File: src/rtl/updown_ctrl_pkg.sv
// Shared types and defaults for the up/down sweep controller.
// Optional dwell-at-turn behaviour is enabled with UPDOWN_CTRL_DWELL_EN.
package updown_ctrl_pkg;

  localparam int unsigned DEF_WIDTH   = 3;
  localparam int unsigned DEF_SWEEP_W = 4;

`ifdef UPDOWN_CTRL_DWELL_EN
  localparam bit DWELL_EN = 1'b1;
`else
  localparam bit DWELL_EN = 1'b0;
`endif

  typedef enum logic [2:0] {
    IDLE     = 3'd0,
    UP       = 3'd1,
    DOWN     = 3'd2
`ifdef UPDOWN_CTRL_DWELL_EN
    ,
    DWELL_HI = 3'd3,
    DWELL_LO = 3'd4
`endif
  } state_e;

endpackage

File: src/rtl/updown_cnt.sv
// Loadable up/down counter datapath; load has priority over count enable.
module updown_cnt
  import updown_ctrl_pkg::*;
#(
  parameter int unsigned WIDTH = DEF_WIDTH
) (
  input  logic             clk,
  input  logic             rst,
  input  logic             en,
  input  logic             dir,
  input  logic             load,
  input  logic [WIDTH-1:0] load_val,
  output logic [WIDTH-1:0] count
);

  logic [WIDTH-1:0] count_q;

  always_ff @(posedge clk or posedge rst) begin
    if (rst) begin
      count_q <= '0;
    end else if (load) begin
      count_q <= load_val;
    end else if (en) begin
      count_q <= dir ? count_q + WIDTH'(1) : count_q - WIDTH'(1);
    end
  end

  assign count = count_q;

endmodule

File: src/rtl/updown_ctrl.sv
// Triangle sweep controller between latched lo/hi bounds with sweep counting.
// Build with UPDOWN_CTRL_DWELL_EN to hold one cycle at each turning point.
module updown_ctrl
  import updown_ctrl_pkg::*;
#(
  parameter int unsigned WIDTH   = DEF_WIDTH,
  parameter int unsigned SWEEP_W = DEF_SWEEP_W
) (
  input  logic               clk,
  input  logic               rst,
  input  logic               start,
  input  logic               stop,
  input  logic [WIDTH-1:0]   lo,
  input  logic [WIDTH-1:0]   hi,
  input  logic [SWEEP_W-1:0] sweeps,
  output logic [WIDTH-1:0]   count,
  output logic               updown,
  output logic               busy,
  output logic               done,
  output logic               err
);

  state_e             state_q;
  logic [WIDTH-1:0]   lo_q, hi_q;
  logic [SWEEP_W-1:0] sweeps_q, sweep_q;
  logic               updown_q, busy_q, done_q, err_q;

  logic               cnt_en, cnt_dir, cnt_load;
  logic               at_hi, at_lo, start_ok, bounds_ok, final_sweep;
  logic [SWEEP_W-1:0] sweep_d;

  assign at_hi       = (count >= hi_q);
  assign at_lo       = (count <= lo_q);
  assign start_ok    = start && !stop;
  assign bounds_ok   = (lo < hi);
  // Saturating sweep count keeps continuous runs from ever matching a target.
  assign sweep_d     = (sweep_q == {SWEEP_W{1'b1}}) ? sweep_q : sweep_q + SWEEP_W'(1);
  assign final_sweep = (sweeps_q != '0) && (sweep_d == sweeps_q);

  // Counter control decoded from the current state.
  always_comb begin
    cnt_en   = 1'b0;
    cnt_dir  = 1'b0;
    cnt_load = 1'b0;
    case (state_q)
      IDLE: cnt_load = start_ok && bounds_ok;
      UP: if (!stop) begin
        cnt_en  = !at_hi || !DWELL_EN;
        cnt_dir = !at_hi;
      end
      DOWN: if (!stop) begin
        cnt_en  = !at_lo || (!final_sweep && !DWELL_EN);
        cnt_dir = at_lo;
      end
`ifdef UPDOWN_CTRL_DWELL_EN
      DWELL_HI: cnt_en = !stop;
      DWELL_LO: begin
        cnt_en  = !stop;
        cnt_dir = 1'b1;
      end
`endif
      default: ;
    endcase
  end

  always_ff @(posedge clk or posedge rst) begin
    if (rst) begin
      state_q  <= IDLE;
      lo_q     <= '0;
      hi_q     <= '0;
      sweeps_q <= '0;
      sweep_q  <= '0;
      updown_q <= 1'b0;
      busy_q   <= 1'b0;
      done_q   <= 1'b0;
      err_q    <= 1'b0;
    end else begin
      done_q <= 1'b0;
      err_q  <= 1'b0;
      if (state_q != IDLE && stop) begin
        state_q  <= IDLE;
        busy_q   <= 1'b0;
        updown_q <= 1'b0;
      end else begin
        case (state_q)
          IDLE: if (start_ok) begin
            if (bounds_ok) begin
              lo_q     <= lo;
              hi_q     <= hi;
              sweeps_q <= sweeps;
              sweep_q  <= '0;
              updown_q <= 1'b1;
              busy_q   <= 1'b1;
              state_q  <= UP;
            end else begin
              err_q <= 1'b1;
            end
          end
          UP: if (at_hi) begin
`ifdef UPDOWN_CTRL_DWELL_EN
            state_q  <= DWELL_HI;
`else
            state_q  <= DOWN;
            updown_q <= 1'b0;
`endif
          end
          DOWN: if (at_lo) begin
            sweep_q <= sweep_d;
            if (final_sweep) begin
              state_q  <= IDLE;
              done_q   <= 1'b1;
              busy_q   <= 1'b0;
              updown_q <= 1'b0;
            end else begin
`ifdef UPDOWN_CTRL_DWELL_EN
              state_q  <= DWELL_LO;
`else
              state_q  <= UP;
              updown_q <= 1'b1;
`endif
            end
          end
`ifdef UPDOWN_CTRL_DWELL_EN
          DWELL_HI: begin
            state_q  <= DOWN;
            updown_q <= 1'b0;
          end
          DWELL_LO: begin
            state_q  <= UP;
            updown_q <= 1'b1;
          end
`endif
          default: state_q <= IDLE;
        endcase
      end
    end
  end

  updown_cnt #(.WIDTH(WIDTH)) u_cnt (
    .clk      (clk),
    .rst      (rst),
    .en       (cnt_en),
    .dir      (cnt_dir),
    .load     (cnt_load),
    .load_val (lo),
    .count    (count)
  );

  assign updown = updown_q;
  assign busy   = busy_q;
  assign done   = done_q;
  assign err    = err_q;

endmodule

File: config.mk
export PLATFORM = sky130hd
export DESIGN_NAME = updown_ctrl
export DESIGN_NICKNAME = d
export VERILOG_FILES = /design/src/rtl/updown_ctrl_pkg.sv /design/src/rtl/updown_cnt.sv /design/src/rtl/updown_ctrl.sv
export SDC_FILE = /design/constraint.sdc
export NUM_CORES = 1
export LEC_CHECK = 0
export CORE_ASPECT_RATIO = 2
export CORE_MARGIN = 2
export CORE_UTILIZATION = 55
export CTS_CLUSTER_SIZE = 8
export DETAILED_ROUTE_END_ITERATION = 8
export DONT_BUFFER_PORTS = 1
export HOLD_SLACK_MARGIN = 0.02
export PLACE_DENSITY = 0.7
export SYNTH_ARGS = -nofsm -noshare
export SYNTH_HDL_FRONTEND = slang
export SYNTH_SLANG_ARGS = --single-unit
File: constraint.sdc
create_clock -name clk -period 6.35 [get_ports clk]
set_clock_uncertainty 0.1 [all_clocks]
set_input_delay 0.9525 -clock clk [delete_from_list [all_inputs] [get_ports clk]]
set_output_delay 0.9525 -clock clk [all_outputs]
set_load 0.01 [all_outputs]
# [Word-level counts from Yosys, hierarchy flattened]
# Cells that the tools add are included.
[word_totals] register_bits=24 in_bits=14 out_inout_bits=7 elab_cells=91
[classes] addsub=3 n_lt_le_gt_ge=3 n_eq_ne=12 n_mux=41 bitwise=1 reduce_logical=21
[op_table] cell="two-way mux 3 bit" count=8
[op_table] cell="two-way mux 1 bit" count=23
[op_table] cell="two-way mux 4 bit" count=4
[op_table] cell="!= test 3 bit, second input constant" count=5
[op_table] cell="AND reduction 5 bit" count=3
[op_table] cell="one-hot mux 3 bit (3 select lines)" count=1
[op_table] cell="one-hot mux 4 bit (2 select lines)" count=1
[op_table] cell="AND reduction 4 bit" count=2
[op_table] cell="nonzero test 4 bit" count=2
[op_table] cell="!= test 2 bit, second input constant" count=3
[op_table] cell="one-hot mux 1 bit (2 select lines)" count=3
[op_table] cell="nonzero test 3 bit" count=2
[op_table] cell="adder 4 x 1 -> 4 bit, second input constant" count=1
[op_table] cell="equality test 4 bit" count=1
[op_table] cell="equality test 4 bit, second input constant" count=1
[op_table] cell="logical AND 1 bit" count=4
[op_table] cell="zero test 1 bit" count=4
[op_table] cell="nonzero test 2 bit" count=2
[op_table] cell="adder 3 x 1 -> 3 bit, second input constant" count=1
[op_table] cell="equality test 3 x 1 -> 1 bit, second input constant" count=1
[op_table] cell="equality test 3 x 2 -> 1 bit, second input constant" count=1
[op_table] cell="greater-or-equal comparator 3 bit" count=1
[op_table] cell="less-or-equal comparator 3 bit" count=1
[op_table] cell="zero test 3 bit" count=1
[op_table] cell="other kinds (5)" count=5

# [Depth between registers and ports, before layout]
[logic_depth] word_depth=10 ltp_mapped=10

# [Cells and area by module]
# From an unflattened synthesis, not the netlist that was laid out.
[unflattened] cells_unflattened=157 area_unflattened_um2=1542.7
[modules_own_cells] mod="updown_ctrl" instances=1 cells_each=139 area_each_um2=1361.3 seq_area_each_um2=500.5
[modules_own_cells] mod="updown_cnt" instances=1 cells_each=18 area_each_um2=181.4 seq_area_each_um2=75.1

# [Least setup slack after synthesis]
# No wires, ideal clock.
[synth_timing] path_kind="register to register" startpoint="register u_cnt.count_q[0] (netlist: u_cnt.count[0])" endpoint="register u_cnt.count_q[1] (netlist: u_cnt.count[1])" arrival_ps=2526 required_ps=6127 setup_slack_ps=3602 path_stages_with_launch=10 path_buffers=0 period_less_slack_ps=2748 cell_sequence="dfrtp_1 > inv_1 > ha_1 > nor2b_1 > o21ai_0 > or2_2 > a21o_1 > fa_1 > or4_1 > o221a_2"
[synth_via] elab_chain_cells=7 elab_cells_between_ends=16 cone_classes="add/sub: 2; order compare: 2; mux: 8; reduce/logical: 4"
[synth_rtl] element="start: declaration" line="updown_cnt.sv:16" text="logic [WIDTH-1:0] count_q;"
[synth_rtl] element="start signal: assignment" line="updown_cnt.sv:22" text="count_q <= load_val;"
[synth_rtl] element="start signal: assignment" line="updown_cnt.sv:24" text="count_q <= dir ? count_q + WIDTH'(1) : count_q - WIDTH'(1);"
[synth_rtl] element="greater-or-equal comparator 3 bit" line="updown_ctrl.sv:32" text="assign at_hi = (count >= hi_q);"
[synth_rtl] element="zero test 1 bit" line="updown_ctrl.sv:49" text="cnt_dir = !at_hi;"
[synth_rtl] element="two-way mux 1 bit" line="updown_ctrl.sv:47" text="UP: if (!stop) begin"
[synth_rtl] element="one-hot mux 1 bit (2 select lines)" line="updown_ctrl.sv:45" text="case (state_q)"
[synth_rtl] element="two-way mux 3 bit" line="updown_cnt.sv:24"
[synth_rtl] element="two-way mux 3 bit" line="updown_cnt.sv:23" text="end else if (en) begin"
[synth_rtl] element="two-way mux 3 bit" line="updown_cnt.sv:21" text="end else if (load) begin"
# Several ways; a longest one is shown, not always the timed one. The select of a mux whose other input is x is not followed.
# A chain may end at the register's enable or synchronous reset.

# [Worst setup path after layout]
# Ends and elaborated chain as after synthesis.

==> out/qor.yml <==
outcome: "finished clean"
die_w_um: 41.18
synth_warnings: 0
power_uw: 741.9
fin_tns_setup_ps: 0
design.die.area_sq_um: 3226
die_h_um: 78.35
p_clk_share_pct: 12.2
grt_overflow: 0
ys_seq_area_share_pct: 37.86
antenna_found_initial: 0
worstHoldPathType: "flop to flop"
path_max_fanout: 4
dp_worst_setup_slack_ps: 3297
rsz0062_at_grt: "false"
syn_area_sq_um: 1520
vias: 1216
required_ps: 6410
grt_usage_pct: 23.72
switchingPower_uw: 335.7
ys_ff_latch: 23
synth_cell_types: 43
via_per_inst: 6.020
p_int_uw: 406.2
powerDensity_nw_per_um2: 467.7
synth_ff_type: "dfrtp_1"
area_growth_syn_to_layout_pct: 4.362
critical_path_class: "flop to flop"
htreeDepth: 1
p_leak_uw: 0.0007324
root_buffer: "clkbuf_8"
cp_data_arrival_time_ps: 3010
max_slew.worst_pin.slew_ps: 893.3
gp_congestion: 0.8424
synth-edff-count: 0
irDropWorstVdd_uv: 304.5
row_count: 27
grt_pass1_wl_um: 5368
drtAntennaViolNets: 0
drive_above_1_share_pct: 6.936
fin_crit_ps: 2955
clkTransAtPathRegs_ps: 80
cts_buffers: 3
max-slew-margin-rel_pct: 40.38
async_reset_ff_share_pct: 100.0
drv_cap: 0
core_area_sq_um: 2703
fmaxAchievable_mhz: 338.4
cp-end-kind: "flop"
finalHoldViolCount: 0
setup_violations: 0
insertion_delay_ps: 260
p_seq_share_pct: 35.6
num-fill-cells: 271
io_pins: 21
cts.hold.buffers_added: 0
drv_slew: 0
drc_errors: 0
io_buffers: 0
drtPass1Iterations: 4
sw_frac_of_total_pct: 45.25
grt_pass1_vias: 1300
dp_hpwl_um: 2670
synthesis.nets: 201
mostFrequentLayoutCells: "nand2_1, dfrtp_1, inv_1"
numClockSinks: 23
min_period_over_period_pct: 46.54
pwr-share-comb_pct: 52.2
layout_setup_ws_ps: 3395
initial_core_util_pct: 56.25
final_common_cell: "nand2_1"
wl_um: 3355
clockBufferDepth: 2
cts_setup_buffers: 0
drt_iter0_markers: 20
wire_per_inst_um: 16.61
nets: 202
cts_resized: 0
antenna_cells: 0
syn_avg_cell_area_sq_um: 8.787
cts_tree: "built"
grt_max_degree: 24
synth_cells: 173
cp-start-kind: "flop"
==> critical path, cell delays in order, from the launching register on <==
cell,delay [ps]
dfrtp_1,470
inv_1,120
ha_1,300
nor2b_1,100
o21ai_0,130
or2_2,330
a21o_1,200
fa_1,420
or4_1,540
o221a_2,140
==> state kept, by name, indices dropped and copies added (netlist names) <==
register	cells
busy	1
done	1
state_q	2
err	1
hi_q	3
lo_q	3
sweep_q	4
sweeps_q	4
updown	1
u_cnt.count	3
==> layout make-up <==
| class | count | area [sq um] | share of cell area, % |
|---|---|---|---|
| multi-input cells | 128 | 862.1 | 54.34 |
| clock buffers | 4 | 45.04 | 2.839 |
| flip-flops and latches | 23 | 575.6 | 36.28 |
| inverters | 18 | 67.56 | 4.259 |
| well taps | 29 | 36.28 | 2.287 |
==> cell usage after synthesis, types with 2 or more instances <==
| cell type | n | area, sq um |
|---|---|---|
| inv_1 | 18 | 67.56 |
| ha_1 | 13 | 162.7 |
| clkbuf_1 | 4 | 15.01 |
| dfrtp_1 | 23 | 575.6 |
| a211oi_1 | 2 | 15.01 |
| a21oi_1 | 7 | 35.03 |
| o221ai_1 | 2 | 17.52 |
| nor2_1 | 9 | 33.78 |
| nor2b_1 | 2 | 12.51 |
| or3_1 | 2 | 12.51 |
| xnor2_1 | 3 | 26.28 |
| o22ai_1 | 2 | 12.51 |
| xor2_1 | 2 | 17.52 |
| or4_1 | 2 | 15.01 |
| nand2_1 | 33 | 123.9 |
| o21ai_1 | 4 | 20.02 |
| a21o_1 | 3 | 22.52 |
| a31oi_1 | 4 | 25.02 |
| o21ai_0 | 10 | 50.05 |
| nand3_1 | 4 | 20.02 |
| a22o_1 | 2 | 17.52 |
==> routing by layer <==
metal  global-route usage, %  routed length [um]  up-vias
li1                        -                   -      603
met5                       0                   0        -
met1                   24.03                1269      583
met2                   43.28                1911       24
met3                   3.390                 107        6
met4                   9.355                  65        0
==> through the flow <==
step / std cells / hold slack, ps / utilization [%] / cell area [sq um]
after floorplan: 173 / 349.7 / - / 1520
after global placement: 198 / 372.3 / 57.04 / 1541
after detailed placement: 198 / 382.1 / 57.04 / 1541
after CTS: 202 / 400.6 / 58.70 / 1587
after global routing: 202 / 422.4 / 58.70 / 1587
final: 202 / 397.8 / 58.70 / 1587
==> path summary, 6_finish.rpt <==
path,end,cells after the start,slack (ps),from
hold / removal,hi_q[0]$_DFFE_PP0P_,2,400,hi_q[0]$_DFFE_PP0P_
min in group asynchronous,lo_q[2]$_DFFE_PP0P_,1,670,rst
setup reg to reg,u_cnt.count[1]$_DFFE_PP0P_,9,3390,u_cnt.count[0]$_DFFE_PP0P_
max in group asynchronous,sweep_q[0]$_DFFE_PP0P_,1,4940,rst
hold reg to reg,hi_q[0]$_DFFE_PP0P_,2,400,hi_q[0]$_DFFE_PP0P_
setup / recovery,u_cnt.count[1]$_DFFE_PP0P_,9,3390,u_cnt.count[0]$_DFFE_PP0P_
==> cells by family (layout without fill, tap and decap cells) <==
group,count (synthesis),after routing,share of synthesized area (%)
buffers and inverters,22,22,5.431
XOR/XNOR,5,5,2.881
multiplexers,1,1,0.6585
AO/OA/AOI/OAI,47,47,22.14
adder cells (fa/ha/maj),14,14,12.02
flip-flops,23,23,37.86
AND/OR/NAND/NOR,61,61,19.01
==> power groups by stage <==
stage,clock network [uW],registers [uW],logic (uW)
2_1_floorplan,0,251,314
3_3_place_gp,0,264,373
3_5_place_dp,0,267,388
4_1_cts,91.9,264,389
5_1_grt,98.4,271,445
6_report,90.8,264,387
(Power assumes the default switching activity.)
